### config.mk
export PLATFORM = sky130hd
export DESIGN_NAME = gfx_blit_engine
export DESIGN_NICKNAME = d
export VERILOG_FILES = /design/src/rtl/gfx_pkg.sv /design/src/rtl/gfx_blit_regs.sv /design/src/rtl/gfx_blit_engine.sv
export SDC_FILE = /design/constraint.sdc
export NUM_CORES = 1
export LEC_CHECK = 0
export ABC_AREA = 1
export BUFFER_PORTS_ARGS = -buffer_cell sky130_fd_sc_hd__buf_2
export CORE_UTILIZATION = 63
export CTS_CLUSTER_DIAMETER = 100
export CTS_CLUSTER_SIZE = 16
export DETAILED_ROUTE_END_ITERATION = 10
export PLACE_DENSITY = 0.84
export SLEW_MARGIN = 20
export SYNTH_ARGS = -nofsm -noshare
export SYNTH_HDL_FRONTEND = slang
export SYNTH_SLANG_ARGS = --single-unit
### constraint.sdc
create_clock -name i_clk -period 2.8 [get_ports i_clk]
set_clock_uncertainty 0.05 [all_clocks]
set_input_delay 0.84 -clock i_clk [delete_from_list [all_inputs] [get_ports i_clk]]
set_output_delay 0.84 -clock i_clk [all_outputs]
set_load 0.01 [all_outputs]
### src/rtl/gfx_pkg.sv
// Shared definitions for the blit engine: state encoding, register map and bus widths.
// The GFX_BLIT_FILL_EN macro enables the constant-fill mode in the register block.
package gfx_pkg;

  localparam int unsigned SrcAw = 15;
  localparam int unsigned DstAw = 16;
  localparam int unsigned LenW  = 16;

  typedef enum logic [1:0] {
    StIdle = 2'd0,
    StWait = 2'd1,
    StRd   = 2'd2,
    StWr   = 2'd3
  } blit_state_e;

  localparam logic [2:0] RegSrcLo = 3'd0;
  localparam logic [2:0] RegSrcHi = 3'd1;
  localparam logic [2:0] RegDstLo = 3'd2;
  localparam logic [2:0] RegDstHi = 3'd3;
  localparam logic [2:0] RegLenLo = 3'd4;
  localparam logic [2:0] RegLenHi = 3'd5;
  localparam logic [2:0] RegCtrl  = 3'd6;
  localparam logic [2:0] RegFill  = 3'd7;

  localparam int unsigned CtrlStart = 0;
  localparam int unsigned CtrlAbort = 1;
  localparam int unsigned CtrlFill  = 2;

endpackage

### src/rtl/gfx_blit_regs.sv
// CPU register window of the blit engine: decode, CTRL strobes and write lock while busy.
// FILL bit and register 7 exist only when GFX_BLIT_FILL_EN is defined.
module gfx_blit_regs
  import gfx_pkg::*;
(
  input  logic             clk_i,
  input  logic             rst_i,
  input  logic             ctrl_ce_b_i,
  input  logic             ctrl_we_b_i,
  input  logic [2:0]       ctrl_addr_i,
  input  logic [7:0]       ctrl_data_i,
  input  logic             busy_i,
  output logic [SrcAw-1:0] src_o,
  output logic [DstAw-1:0] dst_o,
  output logic [LenW-1:0]  len_o,
  output logic [7:0]       fill_val_o,
  output logic             start_o,
  output logic             abort_o,
  output logic             fill_o
);

  logic [7:0] src_lo_q, dst_lo_q, dst_hi_q, len_lo_q, len_hi_q;
  logic [6:0] src_hi_q;
  logic       wr_en, wr_ctrl;

  assign wr_en   = !ctrl_ce_b_i && !ctrl_we_b_i;
  assign wr_ctrl = wr_en && (ctrl_addr_i == RegCtrl);

  always_ff @(posedge clk_i) begin
    if (rst_i) begin
      src_lo_q <= '0;
      src_hi_q <= '0;
      dst_lo_q <= '0;
      dst_hi_q <= '0;
      len_lo_q <= '0;
      len_hi_q <= '0;
    end else if (wr_en && !busy_i) begin
      case (ctrl_addr_i)
        RegSrcLo: src_lo_q <= ctrl_data_i;
        RegSrcHi: src_hi_q <= ctrl_data_i[6:0];
        RegDstLo: dst_lo_q <= ctrl_data_i;
        RegDstHi: dst_hi_q <= ctrl_data_i;
        RegLenLo: len_lo_q <= ctrl_data_i;
        RegLenHi: len_hi_q <= ctrl_data_i;
        default: ;
      endcase
    end
  end

`ifdef GFX_BLIT_FILL_EN
  logic [7:0] fill_val_q;

  always_ff @(posedge clk_i) begin
    if (rst_i) begin
      fill_val_q <= '0;
    end else if (wr_en && !busy_i && (ctrl_addr_i == RegFill)) begin
      fill_val_q <= ctrl_data_i;
    end
  end

  assign fill_val_o = fill_val_q;
  assign fill_o     = wr_ctrl && ctrl_data_i[CtrlFill];
`else
  assign fill_val_o = '0;
  assign fill_o     = 1'b0;
`endif

  assign src_o = {src_hi_q, src_lo_q};
  assign dst_o = {dst_hi_q, dst_lo_q};
  assign len_o = {len_hi_q, len_lo_q};

  // Strobes act in the same edge as the CTRL write; START only from idle, ABORT only while busy.
  assign start_o = wr_ctrl && ctrl_data_i[CtrlStart] && !busy_i;
  assign abort_o = wr_ctrl && ctrl_data_i[CtrlAbort] && busy_i;

endmodule

### src/rtl/gfx_blit_engine.sv
// Data-RAM to VRAM copy engine that borrows both buses during VGA-free windows.
// With GFX_BLIT_FILL_EN defined, a FILL transfer writes a constant without reading data RAM.
module gfx_blit_engine
  import gfx_pkg::*;
(
  input  logic             i_clk,
  input  logic             i_rst,
  input  logic             i_ctrl_ce_b,
  input  logic             i_ctrl_we_b,
  input  logic [2:0]       i_ctrl_addr,
  input  logic [7:0]       i_ctrl_data,
  input  logic             i_free_vbus_b,
  output logic             o_active,
  output logic             o_addr_sel,
  output logic             o_src_re_b,
  output logic [SrcAw-1:0] o_src_addr,
  input  logic [7:0]       i_src_data,
  output logic             o_dst_we_b,
  output logic [DstAw-1:0] o_dst_addr,
  output logic [7:0]       o_dst_data,
  output logic             o_busy,
  output logic             o_done
);

  blit_state_e      state_q, state_d;
  logic [SrcAw-1:0] src_q, src_d, reg_src;
  logic [DstAw-1:0] dst_q, dst_d, reg_dst;
  logic [LenW-1:0]  len_q, len_d, reg_len;
  logic [7:0]       byte_q, byte_d, reg_fill_val;
  logic             fill_mode_q, fill_mode_d;
  logic             done_d, start, abort, fill;
  logic             busy_now;

  assign busy_now = (state_q != StIdle);

  gfx_blit_regs u_regs (
    .clk_i       (i_clk),
    .rst_i       (i_rst),
    .ctrl_ce_b_i (i_ctrl_ce_b),
    .ctrl_we_b_i (i_ctrl_we_b),
    .ctrl_addr_i (i_ctrl_addr),
    .ctrl_data_i (i_ctrl_data),
    .busy_i      (busy_now),
    .src_o       (reg_src),
    .dst_o       (reg_dst),
    .len_o       (reg_len),
    .fill_val_o  (reg_fill_val),
    .start_o     (start),
    .abort_o     (abort),
    .fill_o      (fill)
  );

  always_comb begin
    state_d     = state_q;
    src_d       = src_q;
    dst_d       = dst_q;
    len_d       = len_q;
    byte_d      = byte_q;
    fill_mode_d = fill_mode_q;
    done_d      = 1'b0;
    unique case (state_q)
      StIdle: begin
        if (start) begin
          if (reg_len != '0) begin
            state_d     = StWait;
            src_d       = reg_src;
            dst_d       = reg_dst;
            len_d       = reg_len;
            fill_mode_d = fill;
          end else begin
            done_d = 1'b1;
          end
        end
      end
      StWait: begin
        if (!i_free_vbus_b) state_d = fill_mode_q ? StWr : StRd;
      end
      StRd: begin
        byte_d  = i_src_data;
        state_d = StWr;
      end
      StWr: begin
        dst_d = dst_q + 1'b1;
        len_d = len_q - 1'b1;
        if (!fill_mode_q) src_d = src_q + 1'b1;
        if (len_q == LenW'(1)) begin
          state_d = StIdle;
          done_d  = 1'b1;
        end else if (!i_free_vbus_b) begin
          state_d = fill_mode_q ? StWr : StRd;
        end else begin
          state_d = StWait;
        end
      end
      default: state_d = StIdle;
    endcase
    if (abort) begin
      state_d = StIdle;
      done_d  = 1'b0;
    end
  end

  // Outputs are registered from next-state so strobes and their address/data share one edge.
  always_ff @(posedge i_clk) begin
    if (i_rst) begin
      state_q     <= StIdle;
      src_q       <= '0;
      dst_q       <= '0;
      len_q       <= '0;
      byte_q      <= '0;
      fill_mode_q <= 1'b0;
      o_active    <= 1'b0;
      o_addr_sel  <= 1'b0;
      o_src_re_b  <= 1'b1;
      o_src_addr  <= '0;
      o_dst_we_b  <= 1'b1;
      o_dst_addr  <= '0;
      o_dst_data  <= '0;
      o_busy      <= 1'b0;
      o_done      <= 1'b0;
    end else begin
      state_q     <= state_d;
      src_q       <= src_d;
      dst_q       <= dst_d;
      len_q       <= len_d;
      byte_q      <= byte_d;
      fill_mode_q <= fill_mode_d;
      o_active    <= (state_d == StRd);
      o_addr_sel  <= (state_d == StRd) || (state_d == StWr);
      o_src_re_b  <= (state_d != StRd);
      o_src_addr  <= (state_d == StRd) ? src_d : '0;
      o_dst_we_b  <= (state_d != StWr);
      o_dst_addr  <= (state_d == StWr) ? dst_d : '0;
      o_dst_data  <= (state_d == StWr) ? (fill_mode_d ? reg_fill_val : byte_d) : 8'h00;
      o_busy      <= (state_d != StIdle);
      o_done      <= done_d;
    end
  end

endmodule

==> results of run 1 <==
## state kept, by name (all words and copies together) (netlist names), 15 cells and up
register,cells
dst_q,16
len_q,16
o_dst_addr,16
o_src_addr,15
src_q,15
## layer usage
| metal | vias to the layer above | share of wire | wire length (um) |
|---|---|---|---|
| met3 | 30 | 0.088 | 1540 |
| met5 | - | 0 | 0 |
| met1 | 3055 | 0.42 | 7450 |
| met2 | 283 | 0.47 | 8250 |
| met4 | 0 | 0.016 | 288 |
| li1 | 3299 | - | - |
## placed cells by master (no fill, tap or decap), types with 4 or more instances in the layout
| cell type | n |
|---|---|
| dfxtp_1 | 150 |
| o21ai_1 | 11 |
| nor2_2 | 16 |
| nand3_1 | 84 |
| clkbuf_8 | 4 |
| clkbuf_16 | 16 |
| nand2_4 | 4 |
| o21ai_0 | 83 |
| a21oi_1 | 64 |
| ha_1 | 8 |
| mux2i_1 | 8 |
| o211ai_1 | 5 |
| nor3_1 | 9 |
| nand2_1 | 187 |
| o22ai_1 | 4 |
| inv_1 | 107 |
| xor2_1 | 5 |
| nand4_1 | 21 |
| nor2_1 | 158 |
| buf_4 | 11 |
| buf_2 | 68 |
## logic make-up (layout without fill, tap and decap cells)
logic type / Yosys count / in the layout / share of synthesized area
AOI/OAI and AO/OA: 172 / 172 / 0.129
xor gates and xnor gates: 7 / 7 / 0.00892
adders and majority gates: 8 / 8 / 0.0146
buffers and inverters: 154 / 220 / 0.0901
DFF: 150 / 150 / 0.437
muxes: 8 / 8 / 0.0117
and+or+nand+nor: 489 / 489 / 0.308
## critical path: stages (launching register included)
cell and delay, ns:
dfxtp_1 0.39, inv_1 0.11, ha_1 0.31, inv_1 0.47
buf_12 0.24, nand2_1 0.07, nor2_1 0.17, nand2_1 0.07
nand2_1 0.07, nor2_1 0.04
## how the worst max path moves through the flow
stage                     cells after the start   startpoint       endpoint  slack [ns]
final                                         9   state_q[0]      src_q[14]        0.65
after global routing                          9   state_q[0]      src_q[14]        0.46
after CTS                                     9   state_q[0]      src_q[14]        0.67
after detailed placement                     11  i_ctrl_we_b  o_src_addr[2]        0.23
after global placement                       11  i_ctrl_we_b  o_dst_addr[0]        0.31
after floorplan                              10  i_ctrl_we_b      src_q[12]        0.74
## final cells by class
| class | instances | area [um^2] |
|---|---|---|
| Clock buffer | 20 | 455 |
| Clock inverter | 11 | 125 |
| Fill cell | 872 | 2610 |
| Inverter | 109 | 412 |
| Multi-Input combinational cell | 684 | 3250 |
| Sequential cell | 150 | 3000 |
| Tap cell | 136 | 170 |
| Timing Repair Buffer | 80 | 443 |
## power by group through the flow
stage | logic (uW) | clock network (uW) | registers, uW
6_report | 2850 | 2230 | 2590
5_1_grt | 3210 | 2340 | 2620
3_3_place_gp | 2710 | 0 | 2620
4_1_cts | 2810 | 2230 | 2580
2_1_floorplan | 2050 | 0 | 2640
3_5_place_dp | 2780 | 0 | 2620
## metrics by stage
step | setup slack (ns) | util | instances
2_1_floorplan | 0.739 | - | 988
3_3_place_gp | 0.306 | 0.696 | 1159
3_5_place_dp | 0.229 | 0.696 | 1159
4_1_cts | 0.670 | 0.751 | 1190
5_1_grt | 0.455 | 0.751 | 1190
6_report | 0.654 | 0.751 | 1190
==> out/results.ini, run 1 <==
[place]
port_buffers = 68
place_congestion = 0.919
placedInstanceArea_um2 = 7280
hpwl_mm = 11.6

[synth]
ys_top_cells_by_count = nand2_1 (187), nor2_1 (158), dfxtp_1 (150), inv_1 (107), nand3_1 (84)
netlist.area_leader.share = 0.437
seq_area_frac_synth = 0.437
synth_top_area_cell = dfxtp_1
syn_inst = 988
synth_edf_count = 0
synth_area_per_cell_um2 = 6.96
synth_ff_type = dfxtp_1
synth_area_um2 = 6870
synth-seq-cells = 150
syn_nets = 1020
async_flop_share = 0
yosys_warnings = 0
synth.most_common_cell = nand2_1
synth_cell_types = 35
synth_area_leaders = dfxtp_1 (44%), nand2_1 (10%), nor2_1 (8.6%), nand3_1 (6.1%), o21ai_0 (6.0%)

[floorplanning]
start_util = 0.657
core_um2 = 10500
ios = 69
die_w_um = 106
die_h_um = 106
rows = 37
die_area_um2 = 11300

[drt]
drt_iter0_drc = 704
wl_mm = 17.5
firstDrtPassIters = 5
drc = 0
dr_total_vias = 6667
via_per_inst = 5.60
antenna_left = 0
wire_per_inst_um = 14.7

[timing]
finalSetupTns_ns = 0
rsz0062_at_grt = false
hold_slack_ns = 0.403
slew_headroom = 0.562
hold_violations = 0
finalMaxSlewViolations = 0
tightest_slew_ns = 0.657
max_freq_mhz = 466
finalSetupViolations = 0
min_period_ns = 2.15
fin_crit_sh = 0.766

[clock_network]
clockBufferDepth = 2
clkTransAtPathRegs_ns = 0.06
cts-root-buf = clkbuf_8
cts_buffers = 17
cts_resized = 0
cts_sinks = 150
hold_buffers = 0
postCtsSetupRepairBufs = 0
insertion_delay_ns = 0.55
htreeDepth = 4
cts_tree = built

[worst_setup_path]
cp-end-kind = flop
worst_setup_path_start_kind = flop
critPathMaxFanout = 23
r2r_end = src_q[14]
required_ns = 3.16
rr_worst_depth = 9
crit_arrival_ns = 2.51
r2r_slack_ns = 0.65
crit_type = flop to flop
r2r_start = state_q[0]

[global_route]
track_usage = 0.335
antenna_found_initial = 0
grt_pass1_wl_mm = 29.8
grt_busiest_layer = met2
overflow = 0
grt_use_met2 = 0.542
grt_pass1_vias = 6321
grt_max_degree = 55
grtUsageMet1 = 0.433
met3_usage = 0.0822

[power]
p_clk_frac = 0.291
p_switching_uw = 2980
p_sw_frac = 0.389
p_leak_uw = 0.00354
pwr-share-seq = 0.338
max-vdd-ir-drop_v = 0.000730
intPower_uw = 4680
combPwrFrac = 0.372
powerDensity_nw_per_um2 = 975
total_power_uw = 7660

[min_path]
whs_path_depth = 2
hp-start = u_regs.dst_hi_q[6]
min_path_type = flop to flop
hold_path_end = u_regs.dst_hi_q[6]

[finish]
final_nets = 1074
diodes = 0
drive_above_1_share = 0.131
fin_area_um2 = 7860
synthToLayoutAreaGrowth_pct = 14.3

[outcome]
status = finished, final reports clean

[job]
maxCapViolations = 0

Note: power is estimated with default switching activity, not from simulation.
==> inputs of run 2 (changes only) <==
--- a/config.mk
+++ b/config.mk
@@ -7,11 +7,11 @@
 export LEC_CHECK = 0
 export ABC_AREA = 1
 export BUFFER_PORTS_ARGS = -buffer_cell sky130_fd_sc_hd__buf_2
-export CORE_UTILIZATION = 63
+export CORE_UTILIZATION = 59
 export CTS_CLUSTER_DIAMETER = 100
 export CTS_CLUSTER_SIZE = 16
 export DETAILED_ROUTE_END_ITERATION = 10
-export PLACE_DENSITY = 0.84
+export PLACE_DENSITY = 0.8
 export SLEW_MARGIN = 20
 export SYNTH_ARGS = -nofsm -noshare
 export SYNTH_HDL_FRONTEND = slang
==> constraint.sdc (replaced) <==
create_clock -name i_clk -period 2.1 [get_ports i_clk]
set_clock_uncertainty 0.05 [all_clocks]
set_input_delay 0.63 -clock i_clk [delete_from_list [all_inputs] [get_ports i_clk]]
set_output_delay 0.63 -clock i_clk [all_outputs]
set_load 0.01 [all_outputs]
==> run 2 against run 1 <==
Fmax grew 10%. First-iteration DRC count shrank 13%. Utilization fell by 3.3 points. Combinational power is 38% higher. Clock power up 47%. Sequential cell count unchanged. Setup slack got worse by 0.50 ns. Global-route usage is 2.9 points lower. Clock-buffer cell count up 1. Largest cell class unchanged. Highest routed layer unchanged.
==> out/results.ini, run 2 (same netlist as run 1, synthesis figures left out) <==
[timing]
finalSetupViolations = 0
finalSetupTns_ns = 0
rsz0062_at_grt = false
hold_violations = 0
min_period_ns = 1.95
finalMaxSlewViolations = 0
slew_headroom = 0.756
tightest_slew_ns = 0.365
max_freq_mhz = 514
fin_crit_sh = 0.927

[drt]
met2_length_mm = 7.90
wl_met1_mm = 7.76
firstDrtPassIters = 8
top_layer_used = met4
drc = 0
wl_mm = 17.2
met3_length_mm = 1.17
antenna_left = 0
drt_iter0_drc = 609
dr_total_vias = 6682
wire_per_inst_um = 14.0
via_per_inst = 5.45

[clock_network]
cts_tree = built
cts_sinks = 150
clockBufferDepth = 2
cts_buffers = 17
postCtsSetupRepairBufs = 0
cts-root-buf = clkbuf_16
htreeDepth = 4
insertion_delay_ns = 0.43
clkTransAtPathRegs_ns = 0.06

[finish]
final_cell_mix = nand2_1 (187), nor2_1 (157), dfxtp_1 (150)
diodes = 0
layout_commonest_cell = nand2_1
final_nets = 1103
biggestRegsByFlops = dst_q (16), len_q (16), o_dst_addr (16)
synthToLayoutAreaGrowth_pct = 18.8
drive_above_1_share = 0.157

[global_route]
overflow = 0
antenna_found_initial = 0
grt_pass1_wl_mm = 28.2
grt_max_degree = 55
track_usage = 0.306
grt_pass1_vias = 5931

[power]
powerDensity_nw_per_um2 = 1300
total_power_uw = 10600
p_leak_uw = 0.00371
max-vdd-ir-drop_v = 0.00127

[worst_setup_path]
cp-end-kind = flop
required_ns = 2.41
worst_setup_path_start_kind = flop
crit_type = flop to flop
critPathMaxFanout = 17
crit_arrival_ns = 2.26

[outcome]
status = finished, final reports clean

[min_path]
min_path_type = flop to flop

[floorplanning]
die_h_um = 110
die_w_um = 110
rows = 39
core_um2 = 11400
die_area_um2 = 12100
ios = 69
start_util = 0.604

[place]
port_buffers = 68
hpwl_mm = 11.9
place_congestion = 0.865

[job]
maxCapViolations = 0

-- run 2: cell count changes in the layout (fill, tap and decap cells not counted), sizes merged --
cell | before | now
buf | 80 | 109
bufinv | 2 | 4
clkbuf | 20 | 21
clkinv | 7 | 5
-- run 2: power by group --
part           internal (uW)  total, uW  switching (uW)  leakage [uW]
Combinational           1380       3940            2560       0.00218
Sequential              3230       3430             206       0.00122
Clock                   2080       3270            1190      0.000310
Total                   6690      10600            3960       0.00371
-- run 2: per-layer routing --
| metal | global-route usage | vias up |
|---|---|---|
| li1 | - | 3354 |
| met1 | 0.400 | 3029 |
| met2 | 0.484 | 259 |
| met3 | 0.0658 | 40 |
| met4 | 0.135 | 0 |
| met5 | 0 | - |
-- run 2: final timing paths --
path	start	to	slack, ns	depth (start not counted)
max	state_q[0]	o_dst_addr[10]	0.15	10
min	u_regs.dst_hi_q[3]	u_regs.dst_hi_q[3]	0.40	2
max reg2reg	state_q[0]	o_dst_addr[10]	0.15	10
min reg2reg	u_regs.dst_hi_q[3]	u_regs.dst_hi_q[3]	0.40	2
-- run 2: stage by stage --
step / instances / worst slack [ns] / hold WS, ns / util / instance area, um^2
6_report: 1227 / 0.153 / 0.396 / 0.718 / 8160
5_1_grt: 1227 / 0.00490 / 0.412 / 0.718 / 8160
4_1_cts: 1227 / 0.109 / 0.397 / 0.718 / 8160
3_5_place_dp: 1195 / -0.107 / 0.388 / 0.661 / 7520
3_3_place_gp: 1195 / 0.0192 / 0.382 / 0.661 / 7520
2_1_floorplan: 988 / 0.249 / 0.374 / - / 6870
-- run 2: final cells by class --
| type | instances | area [um^2] |
|---|---|---|
| clock inverter | 11 | 171 |
| inverter | 109 | 412 |
| fill | 922 | 3210 |
| tap | 143 | 179 |
| multi-input combinational | 684 | 3250 |
| timing repair buffer | 109 | 673 |
| clock buffer | 21 | 470 |
| sequential | 150 | 3000 |
-- run 2: worst max-delay path: stages, from the launching register on --
cell and delay, ns:
dfxtp_1 0.34, inv_1 0.13, ha_2 0.24, nand2_1 0.07
nor2_2 0.19, nand2_4 0.11, nand3_2 0.09, nand2_1 0.08
nor2_2 0.21, nand2_4 0.22, nor2_2 0.16
-- run 2: repair_timing --
item,4_1_cts,5_1_grt
setup endpoints to repair,0,36
gates resized for setup,0,4
hold buffers,0,0
